`src/rtl/prbs_bit_source.sv`:
```
// Serial PRBS/pattern test-data source: words go out MSB-first, one bit per CHIP_RATIO chip clocks.
// Define PRBS_SRC_CRC8_EN to append a CRC-8 (poly 0x07) trailer to every frame.
module prbs_bit_source #(
  parameter int          DATA_W     = 8,
  parameter int          FRAME_LEN  = 400,
  parameter int          CHIP_RATIO = 31,
  parameter logic [15:0] SEED       = 16'hACE1,
  localparam int         WC_W       = $clog2(FRAME_LEN + 1)
) (
  input  logic              clk31,
  input  logic              rst,
  input  logic              send_ena,
  input  logic              insource_ena,
  input  logic              loop,
  input  logic [1:0]        mode,
  input  logic [DATA_W-1:0] pattern,
  output logic              in_data,
  output logic              bit_strobe,
  output logic              word_start,
  output logic              frame_done,
  output logic [WC_W-1:0]   word_cnt,
  output logic              busy,
  output logic [1:0]        state_dbg
);

  localparam int CC_W = $clog2(CHIP_RATIO);
  localparam int BC_W = ($clog2(DATA_W) > 3) ? $clog2(DATA_W) : 3;
  localparam logic [CC_W-1:0] CHIP_LAST = CC_W'(CHIP_RATIO - 1);
  localparam logic [BC_W-1:0] BIT_LAST  = BC_W'(DATA_W - 1);
  localparam logic [WC_W-1:0] WC_LAST   = WC_W'(FRAME_LEN - 1);

  typedef enum logic [1:0] {
    IDLE = 2'd0,
    RUN  = 2'd1,
`ifdef PRBS_SRC_CRC8_EN
    CRC  = 2'd2,
`endif
    DONE = 2'd3
  } state_t;

  function automatic logic [DATA_W-1:0] alt_word();
    logic [DATA_W-1:0] w;
    for (int i = 0; i < DATA_W; i++) w[i] = ((DATA_W - 1 - i) % 2) == 1;
    return w;
  endfunction

  localparam logic [DATA_W-1:0] ALT_WORD = alt_word();

  function automatic logic [DATA_W-1:0] make_word(input logic [1:0] m,
                                                  input logic [DATA_W-1:0] pat,
                                                  input logic [15:0] l);
    case (m)
      2'd0:    return l[15 -: DATA_W];
      2'd1:    return '0;
      2'd2:    return ALT_WORD;
      default: return pat;
    endcase
  endfunction

  function automatic logic [15:0] lfsr_step(input logic [15:0] l);
    return {l[14:0], l[15] ^ l[13] ^ l[12] ^ l[10]};
  endfunction

`ifdef PRBS_SRC_CRC8_EN
  function automatic logic [7:0] crc_step(input logic [7:0] c, input logic b);
    return {c[6:0], 1'b0} ^ ((c[7] ^ b) ? 8'h07 : 8'h00);
  endfunction
`endif

  state_t            state;
  logic [CC_W-1:0]   chip_cnt;
  logic [BC_W-1:0]   bit_cnt;
  logic [DATA_W-1:0] sreg;
  logic [15:0]       lfsr;
`ifdef PRBS_SRC_CRC8_EN
  logic [7:0]        crc;
  logic [7:0]        crc_base;
  logic              crc_shift;
`endif

  // insource_ena is the coder's ready: while low in RUN/CRC nothing advances.
  // bit_strobe marks the cycle a new bit appears on in_data.
  logic              active, wrap, data_last, word_last, start;
  logic              shift_bit, load_mid, data_end, frame_end, do_load, fresh;
  logic [15:0]       src_lfsr, ld_lfsr;
  logic [DATA_W-1:0] ld_word;

`ifdef PRBS_SRC_CRC8_EN
  assign active = ((state == RUN) || (state == CRC)) && insource_ena;
`else
  assign active = (state == RUN) && insource_ena;
`endif
  assign wrap      = active && (chip_cnt == CHIP_LAST);
  assign data_last = (bit_cnt == BIT_LAST);
  assign word_last = (word_cnt == WC_LAST);
  assign start     = (state == IDLE) && insource_ena;
  assign shift_bit = wrap && (state == RUN) && !data_last;
  assign load_mid  = wrap && (state == RUN) && data_last && !word_last;
  assign data_end  = wrap && (state == RUN) && data_last && word_last;
`ifdef PRBS_SRC_CRC8_EN
  assign crc_shift = wrap && (state == CRC) && (bit_cnt != BC_W'(7));
  assign frame_end = wrap && (state == CRC) && (bit_cnt == BC_W'(7));
`else
  assign frame_end = data_end;
`endif
  assign do_load = start || load_mid || (frame_end && loop);

  // A load is the first word of a frame when leaving IDLE or wrapping after the last word.
  assign fresh    = (state == IDLE) || word_last;
  assign src_lfsr = fresh ? SEED : lfsr;
  assign ld_word  = make_word(mode, pattern, src_lfsr);
  assign ld_lfsr  = (mode == 2'd0) ? lfsr_step(src_lfsr) : src_lfsr;
`ifdef PRBS_SRC_CRC8_EN
  assign crc_base = fresh ? 8'h00 : crc;
`endif

  assign state_dbg = state;

  always_ff @(posedge clk31 or posedge rst) begin
    if (rst) begin
      state      <= IDLE;
      chip_cnt   <= '0;
      bit_cnt    <= '0;
      sreg       <= '0;
      lfsr       <= SEED;
      word_cnt   <= '0;
      in_data    <= 1'b0;
      bit_strobe <= 1'b0;
      word_start <= 1'b0;
      frame_done <= 1'b0;
      busy       <= 1'b0;
`ifdef PRBS_SRC_CRC8_EN
      crc        <= 8'h00;
`endif
    end else if (!send_ena) begin
      state      <= IDLE;
      chip_cnt   <= '0;
      bit_cnt    <= '0;
      sreg       <= '0;
      lfsr       <= SEED;
      word_cnt   <= '0;
      in_data    <= 1'b0;
      bit_strobe <= 1'b0;
      word_start <= 1'b0;
      frame_done <= 1'b0;
      busy       <= 1'b0;
`ifdef PRBS_SRC_CRC8_EN
      crc        <= 8'h00;
`endif
    end else begin
      bit_strobe <= 1'b0;
      word_start <= 1'b0;
      frame_done <= 1'b0;
      if (active) chip_cnt <= wrap ? '0 : chip_cnt + 1'b1;
      if (do_load) begin
        state      <= RUN;
        busy       <= 1'b1;
        chip_cnt   <= '0;
        bit_cnt    <= '0;
        word_cnt   <= fresh ? '0 : word_cnt + 1'b1;
        sreg       <= ld_word;
        lfsr       <= ld_lfsr;
        in_data    <= ld_word[DATA_W-1];
        bit_strobe <= 1'b1;
        word_start <= 1'b1;
`ifdef PRBS_SRC_CRC8_EN
        crc        <= crc_step(crc_base, ld_word[DATA_W-1]);
`endif
      end else if (shift_bit) begin
        bit_cnt    <= bit_cnt + 1'b1;
        sreg       <= sreg << 1;
        in_data    <= sreg[DATA_W-2];
        bit_strobe <= 1'b1;
`ifdef PRBS_SRC_CRC8_EN
        crc        <= crc_step(crc, sreg[DATA_W-2]);
      end else if (data_end) begin
        // CRC already holds every data bit; it now doubles as the trailer shift register.
        state      <= CRC;
        bit_cnt    <= '0;
        in_data    <= crc[7];
        bit_strobe <= 1'b1;
      end else if (crc_shift) begin
        bit_cnt    <= bit_cnt + 1'b1;
        crc        <= crc << 1;
        in_data    <= crc[6];
        bit_strobe <= 1'b1;
`endif
      end else if (frame_end) begin
        state   <= DONE;
        busy    <= 1'b0;
        in_data <= 1'b0;
      end
      if (frame_end) frame_done <= 1'b1;
    end
  end

endmodule

```
`config.mk`:
```
export PLATFORM = sky130hd
export DESIGN_NAME = prbs_bit_source
export DESIGN_NICKNAME = d
export VERILOG_FILES = /design/src/rtl/prbs_bit_source.sv
export SDC_FILE = /design/constraint.sdc
export NUM_CORES = 1
export LEC_CHECK = 0
export CAP_MARGIN = 20
export CORE_MARGIN = 5
export CORE_UTILIZATION = 55
export CTS_CLUSTER_DIAMETER = 40
export DETAILED_ROUTE_END_ITERATION = 10
export PLACE_DENSITY = 0.82
export SYNTH_ARGS = -nofsm -noshare
export SYNTH_HDL_FRONTEND = slang
export SYNTH_SLANG_ARGS = --single-unit
export TNS_END_PERCENT = 100
```
`constraint.sdc`:
```
create_clock -name clk31 -period 2.08 [get_ports clk31]
set_input_delay 0.52 -clock clk31 [delete_from_list [all_inputs] [get_ports clk31]]
set_output_delay 0.52 -clock clk31 [all_outputs]
set_load 0.005 [all_outputs]
```
==> metrics.md, run 1 <==
| Metric | Value |
|---|---|
| Largest net degree at the start of global routing | `34` |
| Synth area leader | `dfrtp_1` |
| Total number of vias | `1904` |
| Initial antenna violation count | `0` |
| Switch share | `0.2417` |
| Detail Route Antenna Nets | `0` |
| Synth unique cells | `48` |
| Die area | `0.005808 mm^2` |
| Fin cells | `327` |
| Clk Tree Root Cell | `clkbuf_8` |
| Largest family of logic cells by synthesized area | `compound AO/OA/AOI/OAI gates` |
| Leakage power | `1.276 nW` |
| Share of cells above drive strength 1 | `0.1855` |
| # diodes | `0` |
| Horiz. Die Dim | `76.21 um` |
| First-pass GRT wire length | `9225 um` |
| Worst IR drop on VDD | `0.0003317 V` |
| Status | `complete, no violations` |
| Register area share after synthesis | `0.4920` |
| Max-Slew Margin vs Limit | `0.7361` |
| DR vias/cell | `5.823` |
| Worst slew pin tran | `395.8 ps` |
| DRT Pass-1 Iters | `4` |
| Fin. Hold Viols | `0` |
| P_int | `1.344 mW` |
| R2R setup slack | `110 ps` |
| IO Count | `31` |
| Post-synth top area share | `0.4048` |
| Final min period | `1973 ps` |
| Hold Crit Class | `in -> async` |
| Clk Latency, worst-skew pair | `300 ps` |
| CTS Buf Count | `5` |
| Rows | `24` |
| Nets@finish | `294` |
| Final core utilization | `0.6949` |
| Sw Pwr | `0.4283 mW` |
| Vias in the first global route | `1923` |
| Critical Path AT | `2160 ps` |
| Placed inst area | `0.002873 mm^2` |
| Placed Instances | `319` |
| Initial core utilization | `0.5615` |
| Gate power share | `0.116` |
| Iteration-0 DRC Markers | `82` |
| RR Startpoint | `word_cnt[1]$_DFFE_PP0P_` |
| Post-synthesis xor/xnor area fraction | `0.02906` |
| Synth area leaders | `dfrtp_1 40%, dfstp_2 8.7%, a21oi_1 3.9%` |
| Clock power share | `0.346` |
| I/O Buffers | `30` |
| Final Cell Area | `0.002984 mm^2` |
| Syn. warnings | `0` |
| Mapped cell area | `0.002411 mm^2` |
| Syn nets | `246` |
| Critical path class | `reg -> reg` |
| Most frequent cells in the layout | `39 x dfrtp_1, 30 x clkdlybuf4s50_1, 21 x buf_4, 19 x a21oi_1, 16 x nor2_1` |
| DP HPWL | `3778 um` |
| Overall power | `1.772 mW` |
| CTS tree | `done` |
| Worst-path clk slew | `90 ps` |
| Final period utilization | `0.9484` |
| GP Congestion | `0.8098` |
| Core area | `0.004294 mm^2` |
| Post-CTS Setup Inserts | `0` |
| RSZ-0062 raised after global routing | `no` |
| Post-synthesis average cell area | `10.67 um^2` |
| Max Cap Viol | `0` |
| Residual DRC count | `0` |
| Crit Path Max Fanout | `6` |
| Adder-Cell Fraction of Synth Area | `0.02595` |
| Sequential cell area | `0.001186 mm^2` |
| Flop pwr share | `0.538` |
| Multi-input gate area | `0.001129 mm^2` |
| Max Slew Vio Count | `0` |
| H-tree levels | `2` |
| Most common cell after layout, fill and taps aside | `dfrtp_1` |
| Worst path required time | `2270 ps` |
| CTS Buffer Depth | `2` |
| Post-Route WL | `5256 um` |
| P per Cell Area | `593.9 mW/mm^2` |
| Final Skew | `7.394 ps` |
| Final setup fails | `0` |
| Compound-gate portion of the synthesized area | `0.2060` |
| Total track usage | `0.1913` |
| Hold WS | `493.5 ps` |
| RR Endpoint | `sreg[4]$_DFFE_PP0P_` |
| Simple-gate share of the synthesized area | `0.1671` |
| Post-synthesis mux area share | `0.03529` |
| Sink Count | `47` |
| R2R cell count | `7` |
| Layout area overhead | `23.77%` |
| Crit end category | `flop` |
| Fmax | `506.9 MHz` |
| #FFs+latches synth | `47` |
| Worst setup SP type | `flop` |
| Post-Synthesis Cells | `226` |
| Total gr overflow | `0` |
| Die Span Y | `76.21 um` |
| Fillers | `340` |
| Wire per inst | `16.07 um` |
==> metrics by stage <==
stage	TNS (ps)	setup WS, ps
2_1_floorplan	0	201.5
3_3_place_gp	-1073	-91.59
3_5_place_dp	-2445	-136.3
4_1_cts	0	46.87
5_1_grt	0	3.498
6_report	0	107.3
==> state kept, by name, summed over array words and instances, names as in the netlist <==
name,flops
frame_done,1
chip_cnt,5
state_dbg,2
sreg,7
lfsr,16
word_start,1
bit_cnt,3
word_cnt,9
in_data,1
bit_strobe,1
busy,1
==> synthesized netlist by cell type, drive strengths merged <==
cell / number
inv: 7
nor2b: 2
mux2i: 4
o22ai: 2
nand2: 13
o2bb2ai: 4
nand3: 7
xor2: 4
or3: 2
nor3: 4
nand4: 4
a32o: 4
nand3b: 1
o22a: 4
ha: 5
a21o: 1
a21oi: 19
and2: 1
nand2b: 4
a2bb2oi: 4
and3: 10
dfstp: 8
buf: 8
a22o: 1
and4: 1
nor3b: 3
nor2: 16
o211a: 3
dfrtp: 39
a31oi: 9
or2: 1
o21a: 3
and4b: 1
and3b: 1
o21ai: 12
o32ai: 3
xnor2: 4
clkbuf: 3
mux2: 4
==> final cells by class <==
cell class / count / area share
multi-input cells: 161 / 0.3782
clock buffers: 8 / 0.03354
inverters: 7 / 0.008805
flip-flops and latches: 47 / 0.3975
well taps: 52 / 0.02180
repair buffers: 52 / 0.1602
==> worst max-delay path by stage <==
stage	slack [ps]	to	cells after the start	from
after floorplan	200	word_cnt[4]$_DFFE_PP0P_	8	word_cnt[0]$_DFFE_PP0P_
after global placement	-90	sreg[4]$_DFFE_PP0P_	6	insource_ena
after detailed placement	-140	sreg[3]$_DFFE_PP0P_	8	insource_ena
after CTS	50	sreg[3]$_DFFE_PP0P_	8	word_cnt[1]$_DFFE_PP0P_
after global routing	3	sreg[5]$_DFFE_PP0P_	8	word_cnt[1]$_DFFE_PP0P_
final	110	sreg[4]$_DFFE_PP0P_	7	word_cnt[1]$_DFFE_PP0P_
==> power groups by stage <==
stage          sequential, mW  clock [mW]  combinational [mW]
2_1_floorplan           0.965           0               0.115
3_3_place_gp            0.970           0               0.203
3_5_place_dp            0.970           0               0.206
4_1_cts                 0.953       0.614               0.208
5_1_grt                 0.956       0.661               0.229
6_report                0.953       0.613               0.206
==> critical path, stage by stage (launching register included) <==
cell     delay (ps)
dfrtp_1         410
ha_1            250
and3_4          240
and4b_4         280
a31oi_2         130
buf_4           180
buf_4           150
o211a_1         210
==> routing by layer <==
layer,global-route usage,vias up,wire [um]
met2,0.3151,31,2633
met3,0.03783,5,174
li1,-,923,-
met1,0.2582,945,2397
met5,0,-,0
met4,0.04895,0,51
==> kinds of logic (layout without fill, tap and decap cells) <==
family | after synthesis | after routing
simple gates | 71 | 71
fa+ha+maj | 5 | 5
mux | 8 | 8
xor+xnor | 8 | 8
compound gates | 69 | 69
flops | 47 | 47
buf+inv | 18 | 67
==> what timing repair did <==
action,4_1_cts,5_1_grt
gates resized for setup,0,2
hold endpoints to repair,0,0
hold buffers,0,0
setup endpoints to repair,0,15
Note: power is estimated with default switching activity, not from simulation.
==> inputs of run 2 (changes only) <==
--- a/config.mk
+++ b/config.mk
@@ -11,6 +11,7 @@
 export CTS_CLUSTER_DIAMETER = 40
 export DETAILED_ROUTE_END_ITERATION = 10
 export PLACE_DENSITY = 0.82
+export SKIP_CTS_REPAIR_TIMING = 1
 export SYNTH_ARGS = -nofsm -noshare
 export SYNTH_HDL_FRONTEND = slang
 export SYNTH_SLANG_ARGS = --single-unit
==> results of run 2 <==
Final layout, timing and power as in run 1 (identical DEF).
==> inputs of run 3 (changes only) <==
--- a/config.mk
+++ b/config.mk
@@ -8,10 +8,13 @@
 export CAP_MARGIN = 20
 export CORE_MARGIN = 5
 export CORE_UTILIZATION = 55
+export CTS_BUF_LIST = sky130_fd_sc_hd__clkbuf_8 sky130_fd_sc_hd__clkbuf_16
 export CTS_CLUSTER_DIAMETER = 40
 export DETAILED_ROUTE_END_ITERATION = 10
+export MAX_ROUTING_LAYER = met4
 export PLACE_DENSITY = 0.82
 export SKIP_CTS_REPAIR_TIMING = 1
+export SLEW_MARGIN = 10
 export SYNTH_ARGS = -nofsm -noshare
 export SYNTH_HDL_FRONTEND = slang
 export SYNTH_SLANG_ARGS = --single-unit
==> run 3 against run 2 <==
- utilization stayed put
- critical path type unchanged
- global-route usage is 0.49 points higher
- critical path depth is 1 higher
- sequential cell count stayed put
- final area stayed put
- clock power hardly changed
- first-iteration DRC count is 32% higher
- via count is 0.11% higher
- non-clock buffer count stayed put
- cell count stayed put
- largest cell class unchanged
- largest power group unchanged
==> metrics.md, run 3 (same netlist as run 1, synthesis figures left out) <==
| Metric | Value |
|---|---|
| Flop pwr share | `0.539` |
| Total Neg Setup Slack | `0 ps` |
| Rows | `24` |
| Sequential cell area | `0.001186 mm^2` |
| Crit end category | `flop` |
| P_int | `1.339 mW` |
| Initial core utilization | `0.5615` |
| IO Count | `31` |
| DP HPWL | `3778 um` |
| DRT Pass-1 Iters | `4` |
| Switch share | `0.2429` |
| Share of cells above drive strength 1 | `0.1855` |
| Crit Path Max Fanout | `6` |
| Status | `complete, no violations` |
| CTS Buffer Depth | `2` |
| Final Skew | `7.338 ps` |
| Die area | `0.005808 mm^2` |
| Fin. Hold Viols | `0` |
| Max-Slew Margin vs Limit | `0.7361` |
| Wire per inst | `15.98 um` |
| P per Cell Area | `592.7 mW/mm^2` |
| Final setup fails | `0` |
| Sw Pwr | `0.4297 mW` |
| Critical Path AT | `2200 ps` |
| Multi-input gate area | `0.001129 mm^2` |
| Final worst slack | `110.3 ps` |
| Sink Count | `47` |
| H-tree levels | `2` |
| Largest Register | `lfsr` |
| Worst setup SP type | `flop` |
| Most common cell after layout, fill and taps aside | `dfrtp_1` |
| DP Worst Slack | `-136.3 ps` |
| Final min period | `1970 ps` |
| Initial antenna violation count | `0` |
| Flip-flop count of the largest register after layout | `16` |
| Vias in the first global route | `1930` |
| Clk Latency, worst-skew pair | `300 ps` |
| Iteration-0 DRC Markers | `108` |
| Residual DRC count | `0` |
| Fillers | `340` |
| R2R cell count | `8` |
| Overall power | `1.769 mW` |
| First-pass GRT wire length | `9218 um` |
| Worst-path clk slew | `90 ps` |
| Clock power share | `0.345` |
| Leakage power | `1.281 nW` |
| Nets@finish | `294` |
| GP Congestion | `0.8217` |
| CTS Buf Count | `5` |
| Layout area overhead | `23.77%` |
| I/O Buffers | `30` |
| Final period utilization | `0.9469` |
| Fmax | `507.7 MHz` |
| Core area | `0.004294 mm^2` |
| Max Cap Viol | `0` |
| # diodes | `0` |
| Worst path required time | `2310 ps` |
| Hold Crit Class | `in -> async` |
| Die Span Y | `76.21 um` |
| Max Slew Vio Count | `0` |
| Gate power share | `0.116` |
| Largest regs | `lfsr x16, word_cnt x9, sreg x7` |
| Most frequent cells in the layout | `39 x dfrtp_1, 30 x clkdlybuf4s50_1, 21 x buf_4, 19 x a21oi_1, 16 x nor2_1` |
| Total number of vias | `1906` |
| Horiz. Die Dim | `76.21 um` |
| Total track usage | `0.1962` |
| Post-Route WL | `5226 um` |
| CTS tree | `done` |
| Critical path class | `reg -> reg` |
| Total gr overflow | `0` |
| Worst IR drop on VDD | `0.0003311 V` |
| Worst slew pin tran | `395.8 ps` |
| RSZ-0062 raised after global routing | `no` |
| Largest net degree at the start of global routing | `34` |
| Clk Tree Root Cell | `clkbuf_8` |
| DR vias/cell | `5.829` |
| Detail Route Antenna Nets | `0` |
## run 3: path summary, 6_finish.rpt
kind                                          from                       to  slack [ps]
setup / recovery           word_cnt[1]$_DFFE_PP0P_      sreg[5]$_DFFE_PP0P_         110
hold / removal                                 rst  word_cnt[4]$_DFFE_PP0P_         490
setup reg to reg           word_cnt[1]$_DFFE_PP0P_      sreg[5]$_DFFE_PP0P_         110
hold reg to reg                lfsr[4]$_DFFE_PP0P_      lfsr[5]$_DFFE_PP1P_         490
max in group asynchronous                      rst     lfsr[11]$_DFFE_PP1P_        1030
min in group clk31             lfsr[4]$_DFFE_PP0P_      lfsr[5]$_DFFE_PP1P_         490
## run 3: layout make-up
class,count,area share
clock buffer,7,0.03229
tap,52,0.02180
sequential,47,0.3975
timing repair buffer,52,0.1602
clock inverter,1,0.001258
inverter,7,0.008805
multi-input combinational,161,0.3782
## run 3: metrics by stage
step,utilization,instance area (um^2),hold slack [ps],instances
4_1_cts,0.6923,2973,497.6,327
3_5_place_dp,0.6690,2873,486.1,319
2_1_floorplan,-,2411,456.5,226
5_1_grt,0.6949,2984,521.6,327
3_3_place_gp,0.6690,2873,473.6,319
6_report,0.6949,2984,492.7,327
## run 3: worst max-delay path, cell delays in order (launching register included)
cell,delay [ps]
dfrtp_1,430
ha_1,250
and3_4,220
and4b_4,230
a31oi_2,250
buf_4,180
buf_4,130
o21ai_1,70
a31oi_1,140
## run 3: routing by layer
layer | track usage | routed length (um) | vias to the layer above
met1 | 0.2597 | 2424 | 949
met3 | 0.03428 | 128 | 5
met4 | 0.04895 | 51 | 0
met2 | 0.3142 | 2620 | 26
li1 | - | - | 926
met5 | - | 0 | -
## run 3: power by group through the flow
| stage | combinational, mW | clock (mW) | sequential, mW |
|---|---|---|---|
| 6_report | 0.206 | 0.610 | 0.953 |
| 5_1_grt | 0.229 | 0.655 | 0.956 |
| 4_1_cts | 0.208 | 0.610 | 0.953 |
| 3_5_place_dp | 0.206 | 0 | 0.970 |
| 3_3_place_gp | 0.203 | 0 | 0.970 |
| 2_1_floorplan | 0.115 | 0 | 0.965 |
